[config.mk]
export PLATFORM = sky130hd
export DESIGN_NAME = pipeline_ctrl
export DESIGN_NICKNAME = d
export VERILOG_FILES = /design/src/rtl/pipeline_ctrl_pkg.sv /design/src/rtl/pipeline_ctrl_load_use_detect.sv /design/src/rtl/pipeline_ctrl.sv
export SDC_FILE = /design/constraint.sdc
export NUM_CORES = 1
export LEC_CHECK = 0
export BUFFER_PORTS_ARGS = -buffer_cell sky130_fd_sc_hd__buf_2
export CAP_MARGIN = 20
export CORE_ASPECT_RATIO = 0.6
export CORE_MARGIN = 5
export CORE_UTILIZATION = 40
export DETAILED_ROUTE_END_ITERATION = 6
export GPL_ROUTABILITY_DRIVEN = 0
export SLEW_MARGIN = 15
export SYNTH_ARGS = -nofsm -noshare
export SYNTH_HDL_FRONTEND = slang
export SYNTH_HIERARCHICAL = 1
export SYNTH_SLANG_ARGS = --single-unit
[constraint.sdc]
create_clock -name clk -period 1.99 [get_ports clk]
set_input_delay 0 -clock clk [delete_from_list [all_inputs] [get_ports clk]]
set_output_delay 0 -clock clk [all_outputs]
set_load 0.01 [all_outputs]
[src/rtl/pipeline_ctrl_pkg.sv]
// Shared types and constants for the pipeline hazard/stall controller.
//   state_e : controller FSM states
//   FS_*    : flush_and_stall encodings per pipeline register (bit1 flush, bit0 stall)
//   ctrl_t  : bundle of the combinational control outputs
package pipeline_ctrl_pkg;

  typedef enum logic [1:0] {
    ST_RUN      = 2'd0,
    ST_MEM_WAIT = 2'd1,
    ST_IF_WAIT  = 2'd2
  } state_e;

  localparam logic [1:0] FS_NONE  = 2'b00;
  localparam logic [1:0] FS_STALL = 2'b01;
  localparam logic [1:0] FS_FLUSH = 2'b10;

  typedef struct packed {
    logic       pc_stall;
    logic [1:0] ifid;
    logic [1:0] idex;
    logic [1:0] exmem;
    logic [1:0] memwb;
  } ctrl_t;

endpackage

[src/rtl/pipeline_ctrl_load_use_detect.sv]
// Load-use hazard detector: the load in ID/EX writes a register that the
// instruction in ID reads. x0 is never a real dependency.
//   i_idex_memread : ID/EX holds a load
//   i_idex_rd_addr : load destination
//   i_id_rs1_addr  : ID source 1
//   i_id_rs2_addr  : ID source 2
//   o_hazard       : stall ID one cycle, bubble into EX
module load_use_detect (
  input  logic       i_idex_memread,
  input  logic [4:0] i_idex_rd_addr,
  input  logic [4:0] i_id_rs1_addr,
  input  logic [4:0] i_id_rs2_addr,
  output logic       o_hazard
);

  logic w_rd_nz;
  logic w_match;

  assign w_rd_nz  = (i_idex_rd_addr != 5'd0);
  assign w_match  = (i_idex_rd_addr == i_id_rs1_addr) || (i_idex_rd_addr == i_id_rs2_addr);
  assign o_hazard = i_idex_memread && w_rd_nz && w_match;

endmodule

[src/rtl/pipeline_ctrl.sv]
// Pipeline controller: turns bus wait states, taken branches and load-use
// hazards into PC stall and per-register flush/stall controls, with a bus
// wait-state timeout pulse and a running stall-cycle counter.
//   clk, reset_n          : clock, async active-low reset
//   if_req / if_ack       : fetch outstanding / fetch data returned
//   mem_req / mem_ack     : MEM stage access / data bus completion
//   ex_branch_taken       : EX redirect
//   idex_memread, idex_rd_addr, id_rs1_addr, id_rs2_addr : load-use inputs
//   pc_stall, fs_ifid, fs_idex, fs_exmem, fs_memwb : controls (combinational)
//   bus_timeout           : one-cycle pulse after TIMEOUT_CYCLES wait cycles
//   stall_count           : cycles with pc_stall=1 (wraps)
module pipeline_ctrl
  import pipeline_ctrl_pkg::*;
#(
  parameter int ADDR_WIDTH     = 32,
  parameter int TIMEOUT_CYCLES = 256
) (
  input  logic        clk,
  input  logic        reset_n,
  input  logic        if_req,
  input  logic        if_ack,
  input  logic        mem_req,
  input  logic        mem_ack,
  input  logic        ex_branch_taken,
  input  logic        idex_memread,
  input  logic [4:0]  idex_rd_addr,
  input  logic [4:0]  id_rs1_addr,
  input  logic [4:0]  id_rs2_addr,
  output logic        pc_stall,
  output logic [1:0]  fs_ifid,
  output logic [1:0]  fs_idex,
  output logic [1:0]  fs_exmem,
  output logic [1:0]  fs_memwb,
  output logic        bus_timeout,
  output logic [31:0] stall_count
);

  if (ADDR_WIDTH < 1 || TIMEOUT_CYCLES < 2 || TIMEOUT_CYCLES > 65535) begin : g_param_check
    $error("pipeline_ctrl: parameter out of range");
  end

  localparam logic [15:0] TO_LAST = 16'(TIMEOUT_CYCLES - 1);

  state_e      r_state, w_state_nxt;
  logic        r_redirect, w_redirect_nxt;
  logic [15:0] r_wait_cnt, w_wait_cnt_nxt;
  logic [31:0] r_stall_count;
  ctrl_t       w_ctrl;
  logic        w_mem_wait, w_if_wait, w_load_use, w_discard, w_timeout;

  load_use_detect u_lud (
    .i_idex_memread (idex_memread),
    .i_idex_rd_addr (idex_rd_addr),
    .i_id_rs1_addr  (id_rs1_addr),
    .i_id_rs2_addr  (id_rs2_addr),
    .o_hazard       (w_load_use)
  );

  assign w_mem_wait = mem_req && !mem_ack;
  assign w_if_wait  = if_req && !if_ack;
  // Fetch returning after a redirect was taken mid-wait carries the wrong-path
  // instruction; it must not land in IF/ID.
  assign w_discard  = (r_state == ST_IF_WAIT) && r_redirect && if_req && if_ack && !w_mem_wait;

  always_comb begin
    w_ctrl      = '{pc_stall: 1'b0, ifid: FS_NONE, idex: FS_NONE, exmem: FS_NONE, memwb: FS_NONE};
    w_state_nxt = r_state;
    if (w_mem_wait) begin
      w_ctrl      = '{pc_stall: 1'b1, ifid: FS_STALL, idex: FS_STALL, exmem: FS_STALL, memwb: FS_FLUSH};
      w_state_nxt = ST_MEM_WAIT;
    end else begin
      if (ex_branch_taken) begin
        w_ctrl.ifid = FS_FLUSH;
        w_ctrl.idex = FS_FLUSH;
      end else if (w_load_use) begin
        w_ctrl.pc_stall = 1'b1;
        w_ctrl.ifid     = FS_STALL;
        w_ctrl.idex     = FS_FLUSH;
      end else if (w_if_wait) begin
        w_ctrl.pc_stall = 1'b1;
        w_ctrl.ifid     = FS_FLUSH;
      end
      if (w_discard) w_ctrl.ifid = FS_FLUSH;
      // An outstanding fetch keeps IF_WAIT even while a higher-priority event
      // owns the outputs; from RUN a masked fetch wait is picked up next cycle.
      if (r_state == ST_IF_WAIT)
        w_state_nxt = w_if_wait ? ST_IF_WAIT : ST_RUN;
      else
        w_state_nxt = (w_if_wait && !ex_branch_taken && !w_load_use) ? ST_IF_WAIT : ST_RUN;
    end
    if (!reset_n)
      w_ctrl = '{pc_stall: 1'b1, ifid: FS_FLUSH, idex: FS_FLUSH, exmem: FS_FLUSH, memwb: FS_FLUSH};
  end

  // r_wait_cnt = wait cycles already completed in the current wait state, so
  // the pulse lands on the TIMEOUT_CYCLES-th wait cycle, counting the entry one.
  always_comb begin
    w_wait_cnt_nxt = r_wait_cnt;
    if (w_state_nxt == ST_RUN)        w_wait_cnt_nxt = 16'd0;
    else if (w_state_nxt != r_state)  w_wait_cnt_nxt = 16'd1;
    else if (r_wait_cnt != 16'hFFFF)  w_wait_cnt_nxt = r_wait_cnt + 16'd1;
  end

  assign w_redirect_nxt = (r_state == ST_IF_WAIT) && (w_state_nxt == ST_IF_WAIT)
                          && (r_redirect || ex_branch_taken);
  assign w_timeout      = reset_n && (r_state != ST_RUN) && (w_state_nxt == r_state)
                          && (r_wait_cnt == TO_LAST);

  always_ff @(posedge clk or negedge reset_n) begin
    if (!reset_n) r_state <= ST_RUN;
    else          r_state <= w_state_nxt;
  end

  always_ff @(posedge clk or negedge reset_n) begin
    if (!reset_n) begin
      r_redirect    <= 1'b0;
      r_wait_cnt    <= 16'd0;
      r_stall_count <= 32'd0;
    end else begin
      r_redirect <= w_redirect_nxt;
      r_wait_cnt <= w_wait_cnt_nxt;
      if (w_ctrl.pc_stall) r_stall_count <= r_stall_count + 32'd1;
    end
  end

  assign pc_stall    = w_ctrl.pc_stall;
  assign fs_ifid     = w_ctrl.ifid;
  assign fs_idex     = w_ctrl.idex;
  assign fs_exmem    = w_ctrl.exmem;
  assign fs_memwb    = w_ctrl.memwb;
  assign bus_timeout = w_timeout;
  assign stall_count = r_stall_count;

endmodule
==> results of run 1 <==
## state kept, by name, indices dropped and copies added (netlist names)
name	count
r_redirect	1
stall_count	32
r_state	2
r_wait_cnt	16
## cell usage in the layout (no fill, tap or decap), types with 3 or more instances in the layout
master,count
sky130_fd_sc_hd__a2111oi_2,5
sky130_fd_sc_hd__a2111oi_4,3
sky130_fd_sc_hd__a211oi_1,9
sky130_fd_sc_hd__a21oi_1,9
sky130_fd_sc_hd__and2_1,4
sky130_fd_sc_hd__and4_1,5
sky130_fd_sc_hd__buf_2,63
sky130_fd_sc_hd__buf_4,35
sky130_fd_sc_hd__clkbuf_16,5
sky130_fd_sc_hd__dfrtp_1,49
sky130_fd_sc_hd__inv_1,7
sky130_fd_sc_hd__nand2_1,16
sky130_fd_sc_hd__nand2b_1,3
sky130_fd_sc_hd__nand3_1,17
sky130_fd_sc_hd__nand4_1,12
sky130_fd_sc_hd__nor2_1,10
sky130_fd_sc_hd__nor3_1,4
sky130_fd_sc_hd__o2111ai_1,7
sky130_fd_sc_hd__o211ai_1,8
sky130_fd_sc_hd__o21ai_0,10
sky130_fd_sc_hd__o31ai_1,3
sky130_fd_sc_hd__or3_1,6
sky130_fd_sc_hd__or4_1,4
sky130_fd_sc_hd__xnor2_1,18
sky130_fd_sc_hd__xor2_1,24
## kinds of logic (layout without fill, tap and decap cells)
kind of cell / after synthesis / in the layout / share of synthesized area, %
muxes: 3 / 3 / 1.06
AOI/OAI and AO/OA: 74 / 74 / 19.6
buffers and inverters: 21 / 115 / 3.59
adders and majority gates: 2 / 2 / 0.846
and+or+nand+nor: 98 / 98 / 19.2
xor gates and xnor gates: 42 / 42 / 12.4
other: 1 / 1 / 0.127
DFF: 51 / 51 / 43.1
## layout make-up
class,count,area [sq um],share of cell area [%]
inverter,8,30.0,0.781
clock buffer,6,139,3.61
timing repair buffer,99,588,15.3
sequential,51,1280,33.2
clock inverter,2,35.0,0.911
multi-input combinational,220,1650,42.8
tap,104,130,3.38
## critical path: stages, from the launching register on
cell and delay [ns]:
sky130_fd_sc_hd__dfrtp_1 0.43, sky130_fd_sc_hd__nand4_1 0.20, sky130_fd_sc_hd__or4_4 0.63, sky130_fd_sc_hd__buf_4 0.19
sky130_fd_sc_hd__a2111oi_4 0.28, sky130_fd_sc_hd__xor2_1 0.18
## path summary, 6_finish.rpt
kind	cells past startpoint	end
worst max-delay path	5	stall_count[22]
worst min-delay path	3	r_redirect
worst max register to register	5	stall_count[22]
worst min register to register	1	stall_count[25]
max in group asynchronous	4	stall_count[10]
min in group asynchronous	3	r_wait_cnt[13]
## power groups by stage
stage,sequential (mW),clock (mW),combinational [mW]
after global routing,1.22,1.07,0.751
final,1.20,0.997,0.682
after CTS,1.20,1.01,0.668
after detailed placement,1.22,0,0.658
after floorplan,1.26,0,0.305
after global placement,1.21,0,0.646
## repair_timing
item / 4_1_cts / 5_1_grt
hold endpoints to repair: 15 / 0
buffers inserted: 0 / 5
resized for setup: 0 / 13
hold buffers: 1 / 0
setup endpoints to repair: 0 / 6
## routing by layer
metal  vias up  global-route usage (%)  routed length (microns)
li1       1301                       -                        -
met1      1289                    30.5                     4520
met2       105                    24.0                     3170
met3         2                    3.93                      601
met4         0                    1.36                       19
met5         -                       0                        0
## through the flow
step / util (%) / TNS [ns]
floorplan: - / 0
global placement: 49.2 / -0.0696
detailed placement: 49.2 / -0.101
CTS: 51.7 / 0
global route: 53.1 / -0.176
finish: 53.1 / 0
==> out/summary.txt, run 1 <==
================================================================================
Status                                                                 completed
Worst R2R Setup Slack                                                   0.002 ns
Crit path setup slack, layout                                         0.00243 ns
Total I/O pin count                                                           65
Part of the Yosys area used for sequential elements                        43.1%
Number of core rows                                                           24
Maximum vdd drop                                                        0.669 mV
N_diodes                                                                       0
DIE HEIGHT                                                          76.6 microns
Cell taking the most area after synthesis                           sky130_fd_sc_hd__dfrtp_1
Floorplan die width                                                  121 microns
Switching component of the power                                          858 uW
Net count after synthesis                                                    317
Comb pwr share                                                             23.7%
Post-synthesis average cell area                                      10.1 sq um
Clock period minus worst slack                                           1.99 ns
Yosys cell types                                                              57
Category of the critical setup timing path                               reg2reg
Ratio of total power to cell area                                    748 nW/um^2
Worst setup EP type                                                    flip-flop
TritonCTS clock tree                                                        done
Number of maximum-capacitance constraint violations                            0
Synth Flop Type                                                     sky130_fd_sc_hd__dfrtp_1
Worst slack on hold paths                                              0.0249 ns
Warnings, synthesis                                                            6
Arr. time, crit path                                                     2.19 ns
Fraction of post-synthesis cell area in the top cell type by area          43.1%
Internal power component                                                 2.02 mW
Cell area after layout                                                3850 sq um
Layout cells sized above 1                                                 33.9%
Maximum clock frequency                                                  503 MHz
Vias/cell                                                                   5.50
Clock share of power                                                       34.6%
Area grow syn2layout                                                       30.0%
Inserted Clock Buffers                                                         5
Relative max-transition margin                                             41.4%
Clock root buffer                                                   sky130_fd_sc_hd__clkbuf_16
Overall power consumption                                                2.88 mW
Placement-stage cell area                                             3560 sq um
Placed cells                                                                 476
Post-synth EDFFs                                                               0
Slew at the pin closest to its max-slew limit                           0.873 ns
Synth top cells by count                                            sky130_fd_sc_hd__dfrtp_1 (51), sky130_fd_sc_hd__xor2_1 (24), sky130_fd_sc_hd__xnor2_1 (18)
Final Routed Wirelength                                                  8.31 mm
Final routed DRC violation total                                               0
Gate count after technology mapping                                          292
Sequential group share of total power                                      41.7%
IO buf count                                                                  63
Core footprint                                                        7240 sq um
H-tree Lvls                                                                    2
Switching part of the total                                                29.8%
Cell with the most instances after synthesis                        sky130_fd_sc_hd__dfrtp_1
Number of failing hold endpoints at the final stage                            0
DP Wirelength                                                            6.25 mm
Pin count of the biggest net entering global routing                          37
Min-delay worst type                                                      in2reg
RSZ-0062 raised after global routing                                        true
Post-route clock period utilization                                        99.9%
Die Outline Area                                                      9270 sq um
Clk pin slew, worst setup/hold paths                                     0.07 ns
Final max-slew violation count                                                 0
Max Root-Sink Buffers                                                          2
Final count of negative-setup-slack endpoints                                  0
Detailed-route via count                                                    2697
All-Layer GR Usage                                                         18.2%
Violation count after the first detailed-routing iteration                   145
Leftover overflow at the end of global routing                                 0
Endpoint required time on the critical path                              2.20 ns
Start point of the critical path                                    stall_count[12]
Clock insertion delay at the later pin of the skew report                0.28 ns
Non-Filler Instances                                                         490
Startpoint types                                                       flip-flop
Global-route wire length before repair                                   13.8 mm
Filler instances                                                             656
Detailed-route wire length per cell                                 17.0 microns
Clock Sink Count                                                              51
Total leakage power                                                      1.73 nW
Critical Path Fanout Max                                                       9
Share of async-settable or async-resettable flops after synthesis           100%
Count of nets after finishing                                                410
Register bit count reported by yosys                                          51
Antenna violations before repair                                               0
HP Start                                                            ex_branch_taken
Starting density of the core                                               40.9%
Cell types with the largest area share after synthesis              sky130_fd_sc_hd__dfrtp_1 (43%), sky130_fd_sc_hd__xor2_1 (7.1%), sky130_fd_sc_hd__xnor2_1 (5.3%)
Post-Place Setup Slack                                                -0.0703 ns
Antenna-violating nets left                                                    0
Skew final                                                            0.00431 ns
Count of TritonRoute iterations in the first routing pass                      4
Post-synth design cell area                                           2960 sq um
Number of global-route vias before repair                                   2523
Critical register-to-register path startpoint                       stall_count[12]
================================================================================
Power figures use the tool's default switching activity.
==> run 2: changes to the inputs <==
--- a/config.mk
+++ b/config.mk
@@ -12,6 +12,7 @@
 export CORE_UTILIZATION = 40
 export DETAILED_ROUTE_END_ITERATION = 6
 export GPL_ROUTABILITY_DRIVEN = 0
+export PLACE_DENSITY = 0.64
 export SLEW_MARGIN = 15
 export SYNTH_ARGS = -nofsm -noshare
 export SYNTH_HDL_FRONTEND = slang
==> out/summary.txt, run 2 (synthesis gave the netlist of run 1 again) <==
==============================================================================
Status                                                               completed
Total area of multi-input combinational cells                       1620 sq um
Worst R2R Setup Slack                                                  0.11 ns
Relative max-transition margin                                           41.5%
Category of the critical setup timing path                             reg2reg
Most common library cell in the layout ignoring fill and taps     sky130_fd_sc_hd__buf_2
Inserted Clock Buffers                                                       5
Sequential group share of total power                                    43.4%
Post-route clock period utilization                                      94.7%
Overall power consumption                                              2.75 mW
RSZ-0062 raised after global routing                                     false
DP Wirelength                                                          6.23 mm
IO buf count                                                                63
Slew at the pin closest to its max-slew limit                         0.872 ns
Total leakage power                                                    1.72 nW
Global-route wire length before repair                                 13.6 mm
Busiest layer in global routing                                           met1
Worst Path Buf+Inv                                                           0
Antenna violations before repair                                             0
Crit path setup slack, layout                                         0.106 ns
Critical Path Fanout Max                                                     4
Pin count of the biggest net entering global routing                        17
Arr. time, crit path                                                   2.06 ns
Final routed DRC violation total                                             0
Clock period minus worst slack                                         1.88 ns
Max Root-Sink Buffers                                                        2
Switching part of the total                                              30.7%
N_diodes                                                                     0
Min-delay worst type                                                    in2reg
Final count of negative-setup-slack endpoints                                0
Post-Place Setup Slack                                              -0.0626 ns
Total I/O pin count                                                         65
Maximum vdd drop                                                      0.500 mV
Internal power component                                               1.90 mW
Clock root buffer                                                 sky130_fd_sc_hd__clkbuf_16
Register-to-Register Path Depth                                              5
Clock Sink Count                                                            51
Layout cells sized above 1                                               33.0%
Final Routed Wirelength                                                8.13 mm
Largest register FFs                                                        32
Number of core rows                                                         24
Violation count after the first detailed-routing iteration                 123
Area grow syn2layout                                                     28.0%
Critical register-to-register path startpoint                     r_wait_cnt[0]
Series of cell instances along the critical path                  ha_1, and2_1, nand4_1, or4b_2, o211a_1
Antenna-violating nets left                                                  0
Filler instances                                                           665
Floorplan die width                                                121 microns
Depth of the worst hold-timing path                                          3
Leftover overflow at the end of global routing                               0
Gate family responsible for the most delay along the worst path   simple AND/OR/NAND/NOR gates
Detailed-route via count                                                  2672
Starting density of the core                                             40.9%
Count of TritonRoute iterations in the first routing pass                    5
DIE HEIGHT                                                        76.6 microns
Ratio of total power to cell area                                  725 nW/um^2
TritonCTS clock tree                                                      done
HP Start                                                          ex_branch_taken
Switching component of the power                                        844 uW
Routing usage on met2                                                    22.7%
Vias/cell                                                                 5.46
H-tree Lvls                                                                  2
Critical-path cell with the highest stage delay                   sky130_fd_sc_hd__or4b_2
Startpoint types                                                     flip-flop
Number of failing hold endpoints at the final stage                          0
Clock share of power                                                     31.3%
Worst setup EP type                                                  flip-flop
Skew final                                                          0.00539 ns
Endpoint required time on the critical path                            2.17 ns
Most frequent cells in the layout                                 sky130_fd_sc_hd__buf_2 (63), sky130_fd_sc_hd__dfrtp_1 (49), sky130_fd_sc_hd__buf_4 (35)
Maximum clock frequency                                                531 MHz
Core footprint                                                      7240 sq um
Clock insertion delay at the later pin of the skew report              0.29 ns
Detailed-route wire length per cell                               16.6 microns
Sink of the worst hold path                                         r_redirect
Number of maximum-capacitance constraint violations                          0
End of the worst register-to-register path                        r_wait_cnt[14]
All-Layer GR Usage                                                       18.1%
Count of nets after finishing                                              410
Clk pin slew, worst setup/hold paths                                   0.06 ns
Comb pwr share                                                           25.3%
Number of global-route vias before repair                                 2520
Sequential cell area in the final layout                            1280 sq um
Delay of the slowest cell on the worst path                            0.65 ns
Die Outline Area                                                    9270 sq um
Met1 capacity usage during global routing                                30.3%
Global-route track usage on met3                                         4.60%
Final max-slew violation count                                               0
==============================================================================
run 2: cell types whose count changed in the layout (fill, tap and decap cells not counted):
| cell | previous run | this run |
|---|---|---|
| sky130_fd_sc_hd__nor3_1 | 4 | 5 |
| sky130_fd_sc_hd__ha_1 | 1 | 2 |
| sky130_fd_sc_hd__a2111oi_0 | 1 | 3 |
| sky130_fd_sc_hd__ha_2 | 1 | 0 |
| sky130_fd_sc_hd__a2111oi_1 | 1 | 0 |
| sky130_fd_sc_hd__nor3_2 | 1 | 0 |
| sky130_fd_sc_hd__a2111oi_4 | 3 | 2 |
| sky130_fd_sc_hd__bufinv_16 | 1 | 0 |
run 2: tightest hold or removal path, cell delays in order:
cell and delay, ns:
sky130_fd_sc_hd__buf_2 0.14, sky130_fd_sc_hd__nor2_1 0.10, sky130_fd_sc_hd__nor2_1 0.05
run 2: metal layers:
metal  routed length (microns)  vias up
li1                          -     1302
met1                      4460     1275
met2                      3050       88
met3                       572        7
met4                        49        0
met5                         0        -
run 2: what timing repair did:
action | in CTS | in global routing
endpoints found under the hold margin | 51 | 0
cloned | 0 | 0
setup buffers | 0 | 1
hold buffers | 1 | 0
pin swaps | 0 | 1
endpoints found under the setup margin | 1 | 4
resized for setup | 2 | 5
run 2: how the worst max path moves through the flow:
stage                                from        endpoint  slack [ns]  cells after the start
after floorplan           idex_rd_addr[0]     bus_timeout         0.1                      8
after global placement    idex_rd_addr[0]     bus_timeout       -0.08                     10
after detailed placement  idex_rd_addr[0]     bus_timeout       -0.06                     10
after CTS                 idex_rd_addr[0]     bus_timeout        0.04                     10
after global routing        r_wait_cnt[0]  r_wait_cnt[14]       0.005                      5
final                       r_wait_cnt[0]  r_wait_cnt[14]        0.11                      5
run 2: cell type report:
type | count | area share (%)
Sequential cell | 51 | 33.8
Clock inverter | 1 | 0.132
Tap cell | 104 | 3.43
Multi-Input combinational cell | 220 | 42.7
Clock buffer | 6 | 3.67
Timing Repair Buffer | 99 | 15.5
Inverter | 8 | 0.793
run 2: stage by stage:
| stage | setup TNS, ns | hold slack (ns) | instance area, sq um | cells | utilization (%) |
|---|---|---|---|---|---|
| floorplan | 0 | -0.296 | 2960 | 292 | - |
| global placement | -0.0796 | 0.0262 | 3590 | 480 | 49.6 |
| detailed placement | -0.0626 | 0.0107 | 3590 | 480 | 49.6 |
| CTS | 0 | 0.0298 | 3750 | 488 | 51.8 |
| global route | 0 | 0.0502 | 3790 | 489 | 52.4 |
| finish | 0 | 0.0349 | 3790 | 489 | 52.4 |
run 2: power by group through the flow:
stage               clock network, mW  registers (mW)  logic [mW]
floorplan                           0            1.26       0.305
global placement                    0            1.21       0.677
detailed placement                  0            1.21       0.683
CTS                             0.887            1.19       0.691
global route                    0.932            1.20       0.765
finish                          0.861            1.19       0.694
